## config.mk

```make
export PLATFORM = sky130hd
export DESIGN_NAME = pixie_dp_back_end
export DESIGN_NICKNAME = d
export VERILOG_FILES = /design/src/rtl/pixie_pkg.sv /design/src/rtl/pixie_raster_timing.sv /design/src/rtl/pixie_dp_back_end.sv
export SDC_FILE = /design/constraint.sdc
export NUM_CORES = 1
export LEC_CHECK = 0
export ABC_AREA = 1
export BUFFER_PORTS_ARGS = -buffer_cell sky130_fd_sc_hd__buf_2
export CAP_MARGIN = 0
export CORE_ASPECT_RATIO = 0.5
export CORE_UTILIZATION = 45
export DETAILED_ROUTE_END_ITERATION = 12
export GPL_ROUTABILITY_DRIVEN = 0
export PLACE_DENSITY = 0.71
export REMOVE_ABC_BUFFERS = 1
export SLEW_MARGIN = 15
export SYNTH_ARGS = -nofsm -noshare
export SYNTH_HDL_FRONTEND = slang
export SYNTH_SLANG_ARGS = --single-unit
```

## constraint.sdc

```tcl
create_clock -name clk -period 3.2 [get_ports clk]
set_input_delay 0.16 -clock clk [delete_from_list [all_inputs] [get_ports clk]]
set_output_delay 0.16 -clock clk [all_outputs]
set_load 0.03 [all_outputs]
```

## src/rtl/pixie_pkg.sv

```systemverilog
`default_nettype none
// ============================================================================
// Module   : pixie_pkg
// Purpose  : Shared definitions for the Pixie display back end: frame-buffer
//            geometry, video luminance encodings and the fetch-state enum.
// Revision : 1.0 - initial release
// ============================================================================
package pixie_pkg;

    // Frame buffer: 128 rows x 8 bytes, address = {row, byte}
    localparam int FB_ROWS          = 128;
    localparam int FB_BYTES_PER_ROW = 8;
    localparam int FB_ADDR_W        = 10;

    // Video luminance codes
    localparam logic [1:0] LUM_LIT  = 2'b11;
    localparam logic [1:0] LUM_DIM  = 2'b01;
    localparam logic [1:0] LUM_DARK = 2'b00;

    // Frame-buffer read sequencing: issue, RAM latency, capture
    typedef enum logic [1:0] {
        IDLE = 2'd0,
        WAIT = 2'd1,
        CAPT = 2'd2
    } fetch_state_t;

endpackage : pixie_pkg
`default_nettype wire

```

## src/rtl/pixie_raster_timing.sv

```systemverilog
`default_nettype none
// ============================================================================
// Module   : pixie_raster_timing
// Purpose  : Horizontal/vertical raster counters with registered sync and
//            blank decode, plus tick-qualified strobes for the fetch and
//            serialiser logic in the top level.
// Ports    : clk, reset          - clock, asynchronous active-high reset
//            clk_enable          - pixel tick
//            h, v                - raster position that takes effect at the
//                                  coming edge (equals the counters between
//                                  ticks)
//            hsync_n, vsync_n    - registered syncs, active low
//            hblank, vblank      - registered blanks
//            pixel_active        - position (h,v) lies in the active picture
//            fetch_strobe        - issue a frame-buffer read this edge
//            fetch_first         - the read is byte 0 of the next line
//            load_strobe         - load the serialiser from the hold register
//            shift_strobe        - advance the serialiser by one pixel
// Revision : 1.0 - initial release
// ============================================================================
module pixie_raster_timing #(
    parameter int PIX_REP      = 4,
    parameter int H_TOTAL      = 320,
    parameter int H_SYNC_START = 272,
    parameter int H_SYNC_END   = 296,
    parameter int V_TOTAL      = 262,
    parameter int V_ACTIVE     = 128,
    parameter int V_SYNC_START = 180,
    parameter int V_SYNC_END   = 184,
    localparam int H_W         = $clog2(H_TOTAL + 4),
    localparam int V_W         = $clog2(V_TOTAL)
) (
    input  logic           clk,
    input  logic           reset,
    input  logic           clk_enable,
    output logic [H_W-1:0] h,
    output logic [V_W-1:0] v,
    output logic           hsync_n,
    output logic           vsync_n,
    output logic           hblank,
    output logic           vblank,
    output logic           pixel_active,
    output logic           fetch_strobe,
    output logic           fetch_first,
    output logic           load_strobe,
    output logic           shift_strobe
);

    localparam int H_ACTIVE  = 64 * PIX_REP;
    localparam int BYTE_SPAN = 8 * PIX_REP;

    localparam logic [H_W-1:0] c_H_LAST        = H_W'(H_TOTAL - 1);
    localparam logic [H_W-1:0] c_H_ACTIVE      = H_W'(H_ACTIVE);
    localparam logic [H_W-1:0] c_H_SYNC_START  = H_W'(H_SYNC_START);
    localparam logic [H_W-1:0] c_H_SYNC_END    = H_W'(H_SYNC_END);
    localparam logic [H_W-1:0] c_H_BYTE0_ISSUE = H_W'(H_TOTAL - 3);
    localparam logic [H_W-1:0] c_BYTE_SPAN     = H_W'(BYTE_SPAN);
    localparam logic [H_W-1:0] c_PIX_REP       = H_W'(PIX_REP);
    localparam logic [V_W-1:0] c_V_LAST        = V_W'(V_TOTAL - 1);
    localparam logic [V_W-1:0] c_V_ACTIVE      = V_W'(V_ACTIVE);
    localparam logic [V_W-1:0] c_V_SYNC_START  = V_W'(V_SYNC_START);
    localparam logic [V_W-1:0] c_V_SYNC_END    = V_W'(V_SYNC_END);

    logic [H_W-1:0] r_h;
    logic [V_W-1:0] r_v;
    logic [H_W-1:0] w_h_next;
    logic [V_W-1:0] w_v_next;
    logic [V_W-1:0] w_next_line;
    logic [H_W-1:0] w_h_plus3;
    logic           w_fetch_rest;

    always_comb begin
        w_h_next = r_h;
        w_v_next = r_v;
        if (clk_enable) begin
            if (r_h == c_H_LAST) begin
                w_h_next = '0;
                w_v_next = (r_v == c_V_LAST) ? '0 : r_v + V_W'(1);
            end else begin
                w_h_next = r_h + H_W'(1);
            end
        end
    end

    assign h = w_h_next;
    assign v = w_v_next;

    // Reads lead each byte start by 3 ticks so the 2-clk RAM round trip
    // lands in the hold register before the serialiser needs it.
    assign w_next_line  = (w_v_next == c_V_LAST) ? '0 : w_v_next + V_W'(1);
    assign w_h_plus3    = w_h_next + H_W'(3);
    assign fetch_first  = clk_enable && (w_h_next == c_H_BYTE0_ISSUE)
                          && (w_next_line < c_V_ACTIVE);
    assign w_fetch_rest = clk_enable && ((w_h_plus3 % c_BYTE_SPAN) == '0)
                          && (w_h_plus3 >= c_BYTE_SPAN) && (w_h_plus3 < c_H_ACTIVE)
                          && (w_v_next < c_V_ACTIVE);
    assign fetch_strobe = fetch_first || w_fetch_rest;

    assign pixel_active = (w_h_next < c_H_ACTIVE) && (w_v_next < c_V_ACTIVE);
    assign load_strobe  = clk_enable && pixel_active && ((w_h_next % c_BYTE_SPAN) == '0);
    assign shift_strobe = clk_enable && pixel_active && ((w_h_next % c_PIX_REP) == '0);

    always_ff @(posedge clk or posedge reset) begin
        if (reset) begin
            r_h     <= '0;
            r_v     <= '0;
            hsync_n <= 1'b1;
            vsync_n <= 1'b1;
            hblank  <= 1'b0;
            vblank  <= 1'b0;
        end else begin
            r_h     <= w_h_next;
            r_v     <= w_v_next;
            hsync_n <= !((w_h_next >= c_H_SYNC_START) && (w_h_next < c_H_SYNC_END));
            vsync_n <= !((w_v_next >= c_V_SYNC_START) && (w_v_next < c_V_SYNC_END));
            hblank  <= (w_h_next >= c_H_ACTIVE);
            vblank  <= (w_v_next >= c_V_ACTIVE);
        end
    end

endmodule : pixie_raster_timing
`default_nettype wire

```

## src/rtl/pixie_dp_back_end.sv

```systemverilog
`default_nettype none
// ============================================================================
// Module   : pixie_dp_back_end
// Purpose  : Scan-out side of the Pixie display path. Fetches frame-buffer
//            bytes ahead of the beam, serialises them MSB-first into pixels
//            and drives registered video, sync and blank outputs.
// Ports    : clk, reset          - clock, asynchronous active-high reset
//            clk_enable          - pixel tick
//            mem_addr, mem_rd_en - frame-buffer read port {row, byte}
//            mem_data            - read data, valid 2 clks after the strobe
//            video               - 2-bit luminance
//            hsync_n, vsync_n    - syncs, active low
//            hblank, vblank      - blanking flags
// Options  : PIXIE_SCANLINE_EN - lit pixels on odd active lines use the dim
//            luminance code; timing and fetch are unchanged.
// Revision : 1.0 - initial release
// ============================================================================
module pixie_dp_back_end
    import pixie_pkg::*;
#(
    parameter int PIX_REP      = 4,
    parameter int H_TOTAL      = 320,
    parameter int H_SYNC_START = 272,
    parameter int H_SYNC_END   = 296,
    parameter int V_TOTAL      = 262,
    parameter int V_ACTIVE     = 128,
    parameter int V_SYNC_START = 180,
    parameter int V_SYNC_END   = 184
) (
    input  logic                 clk,
    input  logic                 reset,
    input  logic                 clk_enable,
    output logic [FB_ADDR_W-1:0] mem_addr,
    output logic                 mem_rd_en,
    input  logic [7:0]           mem_data,
    output logic [1:0]           video,
    output logic                 hsync_n,
    output logic                 vsync_n,
    output logic                 hblank,
    output logic                 vblank
);

    localparam int H_W    = $clog2(H_TOTAL + 4);
    localparam int V_W    = $clog2(V_TOTAL);
    localparam int BYTE_W = $clog2(FB_BYTES_PER_ROW);
    localparam int ROW_W  = FB_ADDR_W - BYTE_W;

    localparam logic [H_W-1:0] c_BYTE_SPAN = H_W'(8 * PIX_REP);
    localparam logic [V_W-1:0] c_V_LAST    = V_W'(V_TOTAL - 1);

    logic [H_W-1:0]       h;
    logic [V_W-1:0]       v;
    logic                 pixel_active;
    logic                 fetch_strobe;
    logic                 fetch_first;
    logic                 load_strobe;
    logic                 shift_strobe;

    logic [H_W-1:0]       w_h_plus3;
    logic [V_W-1:0]       w_fetch_row;
    logic [BYTE_W-1:0]    w_fetch_byte;
    logic [FB_ADDR_W-1:0] w_fetch_addr;
    logic [7:0]           w_shift_next;
    logic [1:0]           w_lum_on;

    fetch_state_t         r_fetch_state;
    logic [7:0]           r_hold;
    logic [7:0]           r_shift;

    pixie_raster_timing #(
        .PIX_REP      (PIX_REP),
        .H_TOTAL      (H_TOTAL),
        .H_SYNC_START (H_SYNC_START),
        .H_SYNC_END   (H_SYNC_END),
        .V_TOTAL      (V_TOTAL),
        .V_ACTIVE     (V_ACTIVE),
        .V_SYNC_START (V_SYNC_START),
        .V_SYNC_END   (V_SYNC_END)
    ) u_timing (
        .clk          (clk),
        .reset        (reset),
        .clk_enable   (clk_enable),
        .h            (h),
        .v            (v),
        .hsync_n      (hsync_n),
        .vsync_n      (vsync_n),
        .hblank       (hblank),
        .vblank       (vblank),
        .pixel_active (pixel_active),
        .fetch_strobe (fetch_strobe),
        .fetch_first  (fetch_first),
        .load_strobe  (load_strobe),
        .shift_strobe (shift_strobe)
    );

    // Byte 0 is fetched at the tail of the previous line, so it targets the
    // following row; later bytes belong to the current row.
    assign w_h_plus3    = h + H_W'(3);
    assign w_fetch_row  = fetch_first ? ((v == c_V_LAST) ? '0 : v + V_W'(1)) : v;
    assign w_fetch_byte = fetch_first ? '0 : BYTE_W'(w_h_plus3 / c_BYTE_SPAN);
    assign w_fetch_addr = {ROW_W'(w_fetch_row), w_fetch_byte};

`ifdef PIXIE_SCANLINE_EN
    assign w_lum_on = v[0] ? LUM_DIM : LUM_LIT;
`else
    assign w_lum_on = LUM_LIT;
`endif

    // Fetch sequencer runs every clk regardless of clk_enable, so a read in
    // flight always completes within two clks of its issue.
    always_ff @(posedge clk or posedge reset) begin
        if (reset) begin
            r_fetch_state <= IDLE;
            mem_addr      <= '0;
            mem_rd_en     <= 1'b0;
            r_hold        <= '0;
        end else begin
            mem_rd_en <= 1'b0;
            case (r_fetch_state)
                IDLE: begin
                    if (fetch_strobe) begin
                        mem_addr      <= w_fetch_addr;
                        mem_rd_en     <= 1'b1;
                        r_fetch_state <= WAIT;
                    end
                end
                WAIT: r_fetch_state <= CAPT;
                CAPT: begin
                    r_hold        <= mem_data;
                    r_fetch_state <= IDLE;
                end
                default: r_fetch_state <= IDLE;
            endcase
        end
    end

    always_comb begin
        w_shift_next = r_shift;
        if (load_strobe) begin
            w_shift_next = r_hold;
        end else if (shift_strobe) begin
            w_shift_next = {r_shift[6:0], 1'b0};
        end
    end

    // Video is decoded from the next shift value so it lines up with the
    // registered sync/blank outputs of the same tick.
    always_ff @(posedge clk or posedge reset) begin
        if (reset) begin
            r_shift <= '0;
            video   <= LUM_DARK;
        end else begin
            r_shift <= w_shift_next;
            video   <= (pixel_active && w_shift_next[7]) ? w_lum_on : LUM_DARK;
        end
    end

endmodule : pixie_dp_back_end
`default_nettype wire
```

## Word-level counts from Yosys, hierarchy flattened

Index checks and enable logic that the tools add are counted.
Widths: inputs -> output; s select.

| word-level totals | value |
|---|---|
| logic and storage cells | 72 |
| bits in registers | 53 |

| operators by class | value |
|---|---|
| magnitude comparators | 11 |
| muxes and demuxes | 15 |
| $add $sub $neg | 4 |
| equality and inequality tests | 7 |
| reductions and logical operators | 22 |

Operator list:

| operator | count |
|---|---|
| $mux 9 | 6 |
| $eq 9x9->1 const B | 4 |
| $add 9x1->9 const B | 3 |
| $logic_not 9->1 | 3 |
| $lt 9x8->1 const B | 3 |
| $lt 9x9->1 const B | 3 |
| $ge 9x8->1 const B | 2 |
| $ge 9x9->1 const B | 2 |
| $mux 8 | 2 |
| $logic_and 1x1->1 | 13 |
| $add 9x2->9 const B | 1 |
| $ge 9x6->1 const B | 1 |
| $mux 7 | 1 |
| $mux 2 | 2 |
| $pmux 2 s2 | 1 |
| $mux 3 | 1 |
| $eq 2x1->1 const B | 1 |
| $eq 2x2->1 const B | 1 |
| $logic_not 1->1 | 2 |
| $logic_not 2->1 | 1 |
| $mux 1 | 2 |
| $ne 2x2->1 const B | 1 |
| $reduce_and 2->1 | 1 |
| $reduce_bool 2->1 | 1 |
| $logic_or 1x1->1 | 1 |

## Longest topological paths before layout

| logic depth | value |
|---|---|
| word-level depth | 12 |
| depth in mapped cells | 20 |
| mapped depth without buffers | 20 |

## Hierarchy

Synthesis repeated with hierarchy kept, for this count alone.

| second synthesis, totals | value |
|---|---|
| cell total of the unflattened synthesis | 419 |
| area, all modules | 3,118.0 µm² |

By module, submodules not included:

| module | instances | cells each | sequential area each (µm²) | area each (µm²) |
|---|---|---|---|---|
| pixie_raster_timing | 1 | 246 | 553.0 | 1,641.6 |
| pixie_dp_back_end | 1 | 173 | 750.7 | 1,476.4 |

## Least setup slack after synthesis

Ideal clock, no wire load.

| timing | value |
|---|---|
| path type | register -> register |
| from | reg u_timing.r_h[0] |
| to | reg mem_addr[0] |
| slack | 753 ps |
| cell stages (with the launch flop) | 17 |
| library setup time | 65 ps |
| clock period less this slack | 2,447 ps |
| arrival | 2,382 ps |
| cells stage by stage | dfrtp_1 -> ha_1 -> nand4_1 -> nor2_4 -> nand3_1 -> nand2_1 -> inv_2 -> ha_1 -> nand3_1 -> nor2_1 -> nand4_1 -> nand2_1 -> nand2_4 -> nand3_4 -> a21oi_4 -> nand2_1 -> nand2_1 |

RTL lines:

| item | RTL line | source |
|---|---|---|
| start: declaration | pixie_raster_timing.sv:64 | `logic [H_W-1:0] r_h;` |
| start signal: assignment | pixie_raster_timing.sv:112 | `r_h <= w_h_next;` |
| $eq 9x9->1 * | pixie_raster_timing.sv:76 | `if (r_h == c_H_LAST) begin` |
| $mux 9 * | pixie_raster_timing.sv:76 |  |
| $mux 9 * | pixie_raster_timing.sv:75 | `if (clk_enable) begin` |
| net u_timing.v[1] | pixie_raster_timing.sv:37 | `output logic [V_W-1:0] v,` |
| $add 9x1->9 / $eq 9x9->1 (equally long branches) | pixie_raster_timing.sv:90 | `assign w_next_line = (w_v_next == c_V_LAST) ? '0 : w_v_next + V_W'(1);` |
| $mux 9 | pixie_raster_timing.sv:90 |  |
| $lt 9x8->1 | pixie_raster_timing.sv:93 | `&& (w_next_line < c_V_ACTIVE);` |
| $logic_and 1x1->1 | pixie_raster_timing.sv:93 |  |
| $logic_or 1x1->1 | pixie_raster_timing.sv:97 | `assign fetch_strobe = fetch_first \|\| w_fetch_rest;` |
| $reduce_and 2->1 (no source line) | n/a |  |
| end signal: assignment | pixie_dp_back_end.sv:122 | `mem_addr <= w_fetch_addr;` |
| end: declaration | pixie_dp_back_end.sv:33 | `output logic [FB_ADDR_W-1:0] mem_addr,` |

Mark *: on every way through the listed nets, which the timed path passes. The rest lies on a longest branch.
A chain may end at the register's enable or synchronous reset.

## Final worst setup path

| timing | value |
|---|---|
| from | reg u_timing.r_h[4] |
| to | reg mem_addr[2] |

Same word-level chain as after synthesis.

==> flow_metrics.tcl <==
set metrics [dict create \
    netlist_top_cells_area "dfrtp_1 40%, nand2_1 15%, inv_1 5.7%" \
    cts_hold_buf 0 \
    power_frac_seq_pct 45.4 \
    path_class "register to register" \
    clock-skew-final_ps 9.339 \
    grt_max_degree 53 \
    synth-seq-cells 52 \
    intPower_mw 1.094 \
    grt_pass1_vias 2455 \
    syn_to_final_growth_pct 12.47 \
    layout-drive-gt1-share_pct 19.27 \
    routed_wl_um 6667 \
    synth.most_common_cell "nand2_1" \
    period_needed_ps 2928 \
    worst_setup_path_end_kind "register" \
    regArea_um2 1304 \
    rows 20 \
    multiInputGateArea_um2 1574 \
    worst_path_most_repeated_cell "nand2_1" \
    crit_chain "nand2_2, inv_2, nand3_2, nor2_4, nand3_2, nand2_1, inv_2, ha_1, nand3_1, nor2_1, nand4_1, nand2_1, nand2_4, nand3_4, a21oi_4, nand2_1, nand2_1" \
    cts_tree "yes" \
    antenna_cells 0 \
    critPathArrivalTime_ps 3160 \
    highest_layer "met4" \
    ant_nets 0 \
    synthCells 408 \
    tns_ps 0 \
    nNetsFinal 457 \
    drt-wirelength-per-cell_um 12.60 \
    switching_power_mw 0.5607 \
    p_per_area_nw_per_um2 473.1 \
    endpoint "mem_addr[2]" \
    die_height_um 60.79 \
    drv_cap 0 \
    timing.fmax_ghz 0.3415 \
    r2r_slack_ps 270 \
    clk_pin_slew_ps 70 \
    grt_usage_pct 20.38 \
    clock_sinks 52 \
    clock_latency_ps 300 \
    drc 0 \
    synth_area_leader_cell "dfrtp_1" \
    period_share_pct 91.50 \
    h-tree-depth 2 \
    ys_types 38 \
    swShare_pct 33.88 \
    first_pass_iters 5 \
    met1_length_um 3381 \
    yosysWarnings 0 \
    ys.flop_type "dfrtp_1" \
    hold_violations 0 \
    dp_hpwl_um 4888 \
    worstPathRequired_ps 3440 \
    vdd_drop_max_mv 0.2419 \
    comb_power_share_pct 21.8 \
    rr_worst_depth 17 \
    hold_path.class "input pin to asynchronous set/reset pin" \
    cp-startpoint "u_timing.r_h[4]" \
    r2r-start "u_timing.r_h[4]" \
    die_x_um 119.6 \
    mappedNetlistArea_um2 3110 \
    grt_pass1_wl_um 11360 \
    nFillCells 611 \
    via_per_inst 5.051 \
    critPathMaxStageDelay_ps 460 \
    antenna_found_initial 0 \
    critPathLaunchType "register" \
    root_buffer "clkbuf_16" \
    wl_met2_um 2899 \
    tightest_slew_ps 888.7 \
    met3_length_um 280 \
    drt-initial-drc-count 198 \
    clockPowerShare_pct 32.8 \
    ys_top_cells_by_count "127 x nand2_1, 50 x dfrtp_1, 47 x inv_1" \
    start_util_pct 48.94 \
    die_area_um2 7269 \
    grt-ovfl-total 0 \
    timing.rr.end "mem_addr[2]" \
    synth_edf_count 0 \
    synthArstFlopShare_pct 100.0 \
    maxSlewHeadroom_pct 40.68 \
    syn_area_per_cell_um2 7.624 \
    finalMaxSlewViolations 0 \
    io_pins 28 \
    power_leakage_nw 1.723 \
    max-clock-path-buffers 2 \
    numPortBuffers 27 \
    rsz0062_at_grt "no" \
    core_um2 6356 \
    cts_buffers 5 \
    slowest_stage "dfrtp_1" \
    synth.yosys.seq_area_share_pct 41.91 \
    status "completed" \
    synth_top_area_share_pct 40.23 \
    critPathMaxFanout 10 \
    setup_violations 0 \
    vias 2672 \
    fin_util_pct 55.04 \
    holdWs_ps 14.57 \
]
-- stage by stage --
stage | setup slack, ps | cells | area, µm² | power, mW
CTS | 244.8 | 529 | 3492 | 1.666
global placement | 280.5 | 521 | 3347 | 1.117
floorplan | 753.1 | 405 | 3094 | 1.035
finish | 272.1 | 529 | 3498 | 1.655
detailed placement | 284.5 | 521 | 3347 | 1.120
global route | 19.42 | 529 | 3498 | 1.759
-- kinds of logic (layout without fill, tap and decap cells) --
| group | Yosys count | in the layout | synth area share [%] |
|---|---|---|---|
| AO/OA/AOI/OAI | 30 | 30 | 5.993 |
| buffers and inverters | 62 | 95 | 7.643 |
| XOR/XNOR | 5 | 5 | 1.650 |
| adder cells (fa/ha/maj) | 6 | 6 | 2.413 |
| AND/OR/NAND/NOR | 246 | 246 | 37.85 |
| multiplexers | 7 | 7 | 2.534 |
| flip-flops | 52 | 52 | 41.91 |
-- critical path, delay by kind of cell (launching register included) --
family                     cells  cell delay (ps)
adders and majority gates      1              220
and+or+nand+nor               13             1660
AOI/OAI and AO/OA              1              310
DFF                            1              460
buffers and inverters          2              210
-- sequential cells by signal, summed over array words and instances (netlist names) --
| register | flops |
|---|---|
| video | 1 |
| u_timing.hsync_n | 1 |
| u_timing.hblank | 1 |
| r_hold | 8 |
| u_timing.vsync_n | 1 |
| r_shift | 8 |
| mem_addr | 10 |
| u_timing.r_h | 9 |
| r_fetch_state | 2 |
| mem_rd_en | 1 |
| u_timing.r_v | 9 |
| u_timing.vblank | 1 |
-- final cells by class --
class                   instances  area share (%)
clock buffers                   6           3.684
clock inverters                 2          0.4649
inverters                      59           6.366
multi-input cells             294           44.99
flip-flops and latches         52           37.27
well taps                      88           3.147
repair buffers                 28           4.077
-- power groups by stage --
stage                     logic, mW  clock network [mW]  registers [mW]
after floorplan               0.281                   0           0.754
after global placement        0.356                   0           0.762
after detailed placement      0.360                   0           0.760
after CTS                     0.360               0.556           0.749
after global routing          0.415               0.586           0.758
final                         0.360               0.544           0.751
-- metal layers --
layer | vias up | track usage [%]
met4 | 0 | 8.036
met5 | - | 0
met1 | 1243 | 27.14
met3 | 8 | 4.417
li1 | 1365 | -
met2 | 56 | 33.28
-- cell usage in the layout, fill, tap and decap left out, types with 2 or more instances in the layout --
master and n:
nand2_1 127, dfrtp_1 50, inv_1 46, nor2_1 39, buf_2 27, nand3_1 24
nand4_1 20, inv_2 11, o21ai_0 9, nand2_2 7, a21oi_1 7, mux2_2 7
nand3_2 6, nor2_2 6, o211ai_1 6, ha_1 6, nor3_1 5, clkbuf_16 5
nor2_4 3, o21ai_1 3, xor2_1 3, nand3_4 2, o21a_1 2, dfstp_2 2
-- how the worst min path moves through the flow --
stage	endpoint	slack, ps	cells after the start
final	mem_rd_en	10	2
after global routing	r_hold[2]	80	2
after CTS	r_hold[4]	90	2
after detailed placement	r_hold[1]	400	2
after global placement	r_hold[4]	390	2
after floorplan	u_timing.r_h[0]	270	1
-- what timing repair did --
action,4_1_cts,5_1_grt
setup buffers,0,0
setup endpoints to repair,0,10
resized for setup,0,1
Note: power is estimated with default switching activity, not from simulation.
